<file path="src/rtl/rstseq_ctl_pkg.sv">
// Shared definitions for the reset-release sequencer: FSM state encoding
// and the default delay constants.
package rstseq_ctl_pkg;

    typedef enum logic [2:0] {
        ST_PWRUP  = 3'd0,
        ST_SCAN   = 3'd1,
        ST_GAP    = 3'd2,
        ST_DONE   = 3'd3,
        ST_SWHOLD = 3'd4,
        ST_SWREL  = 3'd5
    } state_t;

    localparam int NDOM_DEF      = 22;
    localparam int PWRUP_DLY_DEF = 16;
    localparam int STEP_DLY_DEF  = 4;
    localparam int HOLD_DLY_DEF  = 8;
    localparam int CW_DEF        = 8;
    localparam int IDXW          = 5;

endpackage

</file>
<file path="src/rtl/rstseq_tmr.sv">
// Shared delay timer: up-counter with clear/enable; expired is high while
// the count equals the limit (limit = delay-1).
module rstseq_tmr #(
    parameter int CW = 8
) (
    input  logic          clk,
    input  logic          rst_,
    input  logic          clr,
    input  logic          en,
    input  logic [CW-1:0] lim,
    output logic          expired
);

    logic [CW-1:0] cnt_q;

    // Count while enabled; clear has priority so every state entry starts at 0.
    always_ff @(posedge clk or negedge rst_) begin
        if (!rst_) begin
            cnt_q <= '0;
        end else if (clr) begin
            cnt_q <= '0;
        end else if (en) begin
            cnt_q <= cnt_q + CW'(1);
        end
    end

    assign expired = (cnt_q == lim);

endmodule

</file>
<file path="src/rtl/rstseq_ctl.sv">
// Reset-release sequencer: holds all domains after power-up, releases the
// enabled ones in index order with a gap, then services software resets.
//
//  state  | meaning
//  PWRUP  | power-up hold, counting PWRUP_DLY edges
//  SCAN   | one edge per index; release domain if enabled
//  GAP    | STEP_DLY spacing edges after a release
//  DONE   | sequence complete; waiting for pending software resets
//  SWHOLD | captured group held for HOLD_DLY edges
//  SWREL  | group just released, ack pulse visible this cycle
module rstseq_ctl
    import rstseq_ctl_pkg::*;
#(
    parameter int NDOM      = NDOM_DEF,
    parameter int PWRUP_DLY = PWRUP_DLY_DEF,
    parameter int STEP_DLY  = STEP_DLY_DEF,
    parameter int HOLD_DLY  = HOLD_DLY_DEF,
    parameter int CW        = CW_DEF
) (
    input  logic            clk,
    input  logic            rst_,
    input  logic            scanmode,
    input  logic [NDOM-1:0] cfg_en,
    input  logic            seq_restart,
    input  logic [NDOM-1:0] swrst_req,
    output logic [NDOM-1:0] swrst_ack,
    output logic [NDOM-1:0] rstmsk,
    output logic            seq_busy,
    output logic            seq_done,
    output logic [4:0]      cur_dom
);

    localparam logic [CW-1:0]   PWRUP_LIM = CW'(PWRUP_DLY - 1);
    localparam logic [CW-1:0]   STEP_LIM  = CW'(STEP_DLY - 1);
    localparam logic [CW-1:0]   HOLD_LIM  = CW'(HOLD_DLY - 1);
    localparam logic [IDXW-1:0] IDX_LAST  = IDXW'(NDOM - 1);

    state_t            state_q, state_d;
    logic [IDXW-1:0]   idx_q, idx_d;
    logic [NDOM-1:0]   pend_q, pend_d;
    logic [NDOM-1:0]   grp_q, grp_d;
    logic [NDOM-1:0]   rstmsk_q, rstmsk_d;
    logic [NDOM-1:0]   ack_q, ack_d;
    logic              tmr_clr, tmr_en, tmr_exp;
    logic [CW-1:0]     tmr_lim;

    rstseq_tmr #(.CW(CW)) u_tmr (
        .clk     (clk),
        .rst_    (rst_),
        .clr     (tmr_clr),
        .en      (tmr_en),
        .lim     (tmr_lim),
        .expired (tmr_exp)
    );

    // State and datapath registers; reset holds every domain.
    always_ff @(posedge clk or negedge rst_) begin
        if (!rst_) begin
            state_q  <= ST_PWRUP;
            idx_q    <= '0;
            pend_q   <= '0;
            grp_q    <= '0;
            rstmsk_q <= '1;
            ack_q    <= '0;
        end else begin
            state_q  <= state_d;
            idx_q    <= idx_d;
            pend_q   <= pend_d;
            grp_q    <= grp_d;
            rstmsk_q <= rstmsk_d;
            ack_q    <= ack_d;
        end
    end

    // Next-state and datapath updates; restart overrides everything.
    // The timer is cleared on any cycle that is not actively counting.
    always_comb begin
        state_d  = state_q;
        idx_d    = idx_q;
        pend_d   = pend_q | (swrst_req & cfg_en);
        grp_d    = grp_q;
        rstmsk_d = rstmsk_q;
        ack_d    = '0;
        tmr_clr  = 1'b1;
        tmr_en   = 1'b0;
        tmr_lim  = '0;

        if (seq_restart) begin
            state_d  = ST_PWRUP;
            idx_d    = '0;
            pend_d   = '0;
            grp_d    = '0;
            rstmsk_d = '1;
        end else begin
            case (state_q)
                ST_PWRUP: begin
                    tmr_lim = PWRUP_LIM;
                    if (tmr_exp) begin
                        state_d = ST_SCAN;
                    end else begin
                        tmr_clr = 1'b0;
                        tmr_en  = 1'b1;
                    end
                end
                ST_SCAN: begin
                    if (cfg_en[idx_q]) begin
                        rstmsk_d[idx_q] = 1'b0;
                        state_d = (idx_q == IDX_LAST) ? ST_DONE : ST_GAP;
                    end else if (idx_q == IDX_LAST) begin
                        state_d = ST_DONE;
                    end else begin
                        idx_d = idx_q + IDXW'(1);
                    end
                end
                ST_GAP: begin
                    tmr_lim = STEP_LIM;
                    if (tmr_exp) begin
                        state_d = ST_SCAN;
                        idx_d   = idx_q + IDXW'(1);
                    end else begin
                        tmr_clr = 1'b0;
                        tmr_en  = 1'b1;
                    end
                end
                ST_DONE: begin
                    // Captured bits clear; a request landing this cycle stays pending.
                    if (pend_q != '0) begin
                        grp_d    = pend_q;
                        pend_d   = swrst_req & cfg_en;
                        rstmsk_d = rstmsk_q | pend_q;
                        state_d  = ST_SWHOLD;
                    end
                end
                ST_SWHOLD: begin
                    tmr_lim = HOLD_LIM;
                    if (tmr_exp) begin
                        rstmsk_d = rstmsk_q & ~grp_q;
                        ack_d    = grp_q;
                        state_d  = ST_SWREL;
                    end else begin
                        tmr_clr = 1'b0;
                        tmr_en  = 1'b1;
                    end
                end
                ST_SWREL: begin
                    state_d = ST_DONE;
                end
                default: begin
                    state_d = ST_PWRUP;
                end
            endcase
        end
    end

    assign rstmsk    = rstmsk_q & ~{NDOM{scanmode}};
    assign swrst_ack = ack_q;
    assign seq_busy  = (state_q != ST_DONE);
    assign seq_done  = (state_q == ST_DONE);
    assign cur_dom   = idx_q;

endmodule

</file>
<file path="config.mk">
export PLATFORM = sky130hd
export DESIGN_NAME = rstseq_ctl
export DESIGN_NICKNAME = d
export VERILOG_FILES = /design/src/rtl/rstseq_ctl_pkg.sv /design/src/rtl/rstseq_tmr.sv /design/src/rtl/rstseq_ctl.sv
export SDC_FILE = /design/constraint.sdc
export NUM_CORES = 1
export LEC_CHECK = 0
export CORE_MARGIN = 1.5
export CORE_UTILIZATION = 52
export DETAILED_ROUTE_END_ITERATION = 10
export PLACE_DENSITY = 0.84
export REMOVE_ABC_BUFFERS = 1
export SLEW_MARGIN = 20
export SYNTH_ARGS = -nofsm -noshare
export SYNTH_HDL_FRONTEND = slang
export SYNTH_SLANG_ARGS = --single-unit
</file>
<file path="constraint.sdc">
create_clock -name clk -period 2.7 [get_ports clk]
set_clock_uncertainty 0.1 [all_clocks]
set_input_delay 0.81 -clock clk [delete_from_list [all_inputs] [get_ports clk]]
set_output_delay 0.81 -clock clk [all_outputs]
set_load 0.01 [all_outputs]
</file>
==> reports/qor.yml <==
final_util: 0.697
slowest_stage: "or4_4"
nets: 715
combPwrFrac: 0.182
syn_inst: 546
maxSlewHeadroom: 0.582
clkSinkCount: 104
ys_ff_latch: 104
cts_tree: "built"
slowest_delay_ns: 0.53
layout.cells.non_filler: 800
first_global_vias: 4676
first_iter_violations: 396
hold_viol: 0
clkTransAtPathRegs_ns: 0.09
avgViaCountPerCell: 6.02
die_x_um: 103
ios: 99
hold_buffers: 0
overflow: 0
routed_wl_um: 15400
synth_top_area_frac: 0.395
initial_core_util: 0.533
dp_hpwl_um: 10900
crit_arrival_ns: 2.84
drtPass1Iterations: 5
ys.flop_type: "dfrtp_1"
max_freq_mhz: 372
post-route-drc-count: 0
path_cells: "clkdlybuf4s50_1 -> mux2i_2 -> nor2_1 -> o41a_1 -> or4_4 -> a32o_1"
swShare: 0.278
fin_crit_sh: 0.996
startpoint_type: "primary input"
die_h_um: 103
postRouteAntennaNets: 0
setup_viol: 0
min_period_ns: 2.69
required_ns: 2.85
ys_seq_area_frac: 0.507
highest_layer: "met4"
synth_warnings: 0
met1_length_um: 6210
clock_latency_ns: 0.37
crit_fanout: 3
p_leak_nw: 2.80
dieArea_mm2: 0.0106
n_antenna_cell: 0
tightest_slew_ns: 0.622
synth_cell_types: 57
worstSetupPathType: "primary input to flip-flop"
std_cell_rows: 36
grt_pass1_wl_um: 23900
power_density_mw_per_mm2: 487
p_sw_w: 0.000918
crit_path_end_kind: "flip-flop"
htreeDepth: 3
syn_avg_cell_area_um2: 9.50
wl_met3_um: 1220
portBuffers: 98
drv_cap: 0
wl_per_cell_um: 19.3
core_mm2: 0.00973
ctsRootBufferMaster: "clkbuf_8"
rsz0062_at_grt: "no"
yosys-top-cells-area: "dfrtp_1, dfstp_2, nand2_1"
postPlaceCellArea_mm2: 0.00655
p_int_w: 0.00239
area_growth_pct: 30.6
slew_viol_final: 0
grt_util_all_layers: 0.301
p_clk_frac: 0.317
routabilityCongestion: 0.985
wl_met2_um: 7510
vias: 4813
cts_max_path_buffers: 2
hold_path.class: "flip-flop to flip-flop"
dp.cells: 781
drive_gt1_frac: 0.166
ir_drop_mv: 0.372
outcome: "finished, final reports clean"
antenna_found_initial: 0
finalPower_w: 0.00330
power_frac_seq: 0.501
synth_top_area_cell: "dfrtp_1"
grt_max_degree: 105
synth_area_mm2: 0.00519
synth-edff-count: 0
final_area_mm2: 0.00678
synthArstFlopShare: 1.00
numCtsBuffers: 9
==> kinds of logic (layout without fill, tap and decap cells) <==
logic type | count (synthesis) | in the layout | synth area share
AO/OA/AOI/OAI | 132 | 132 | 0.170
XOR/XNOR | 7 | 7 | 0.0118
adder cells (fa/ha/maj) | 5 | 5 | 0.0121
buffers and inverters | 46 | 167 | 0.0347
flip-flops | 104 | 104 | 0.507
multiplexers | 15 | 15 | 0.0352
AND/OR/NAND/NOR | 237 | 237 | 0.230
==> worst paths after layout <==
check	depth (start not counted)	from	endpoint	slack, ns
min in group asynchronous	2	rst_	swrst_ack[4]	0.40
worst min-delay path	1	u_tmr.cnt_q[0]	u_tmr.cnt_q[0]	0.39
worst min register to register	1	u_tmr.cnt_q[0]	u_tmr.cnt_q[0]	0.39
max in group asynchronous	2	rst_	cur_dom[3]	1.65
worst max-delay path	6	cfg_en[11]	state_q[1]	0.01
worst max register to register	5	cur_dom[0]	state_q[1]	0.13
==> layout by cell type, fill, tap and decap left out, types with 12 or more instances in the layout <==
| cell | instances |
|---|---|
| and2_1 | 24 |
| nand3_1 | 12 |
| nor2b_1 | 28 |
| buf_4 | 43 |
| clkdlybuf4s50_1 | 64 |
| a21oi_1 | 42 |
| nand2_1 | 63 |
| nor2_1 | 56 |
| a31oi_1 | 21 |
| a211oi_1 | 20 |
| dlygate4sd2_1 | 24 |
| dfstp_2 | 22 |
| a22oi_1 | 25 |
| dfrtp_1 | 81 |
==> area by class of cell <==
type                    instances  area [um^2]
fillers                       782         2950
clock inverters                 5         81.3
inverters                       5         18.8
multi-input cells             396         2430
clock buffers                  11          131
well taps                     133          166
repair buffers                146         1320
flip-flops and latches        104         2630
==> worst max-delay path: cells and delay by family <==
| family | cells | cell delay [ns] |
|---|---|---|
| compound gates | 2 | 0.74 |
| buf+inv | 1 | 0.44 |
| mux | 1 | 0.22 |
| simple gates | 2 | 0.63 |
==> flip-flops by register name, indices dropped and copies added (netlist names) <==
signal,flops
grp_q,22
swrst_ack,22
cur_dom,5
state_q,3
rstmsk_q,22
pend_q,22
u_tmr.cnt_q,8
==> stage by stage <==
stage / setup slack, ns / hold WS [ns] / setup TNS (ns)
finish: 0.0110 / 0.389 / 0
global route: 0.00372 / 0.414 / 0
CTS: 0.00579 / 0.396 / 0
detailed placement: -0.696 / 0.387 / -18.29
global placement: -0.642 / 0.358 / -16.75
floorplan: -0.412 / 0.346 / -13.33
==> power groups by stage <==
stage          Sequential (W)  Combinational, W  Clock (W)
2_1_floorplan         0.00168          0.000238          0
3_3_place_gp          0.00168          0.000586          0
3_5_place_dp          0.00168          0.000602          0
4_1_cts               0.00165          0.000592    0.00107
5_1_grt               0.00166          0.000648    0.00112
6_report              0.00166          0.000601    0.00105
==> metal layers <==
metal  global-route usage  vias to the layer above
met5                    0                        -
met1                0.387                     2361
met3               0.0814                       34
met4                0.137                        0
li1                     -                     2184
met2                0.478                      234
==> Yosys cell counts, types with 8 or more instances <==
library cell,instances
dfrtp_1,82
a31oi_1,21
a21oi_1,42
clkbuf_1,36
nand4_1,9
nor3_1,8
dfstp_2,22
a22oi_1,25
nand2_1,63
and2_1,24
a211oi_1,20
nand3_1,12
nor2b_1,30
nor2_1,56
==> what timing repair did <==
| item | 4_1_cts | 5_1_grt |
|---|---|---|
| resized for setup | 41 | 15 |
| setup buffers | 0 | 2 |
| endpoints found under the hold margin | 0 | 0 |
| endpoints found under the setup margin | 32 | 6 |
| pin swaps | 4 | 3 |
| gates cloned | 1 | 0 |
(Power assumes the default switching activity.)
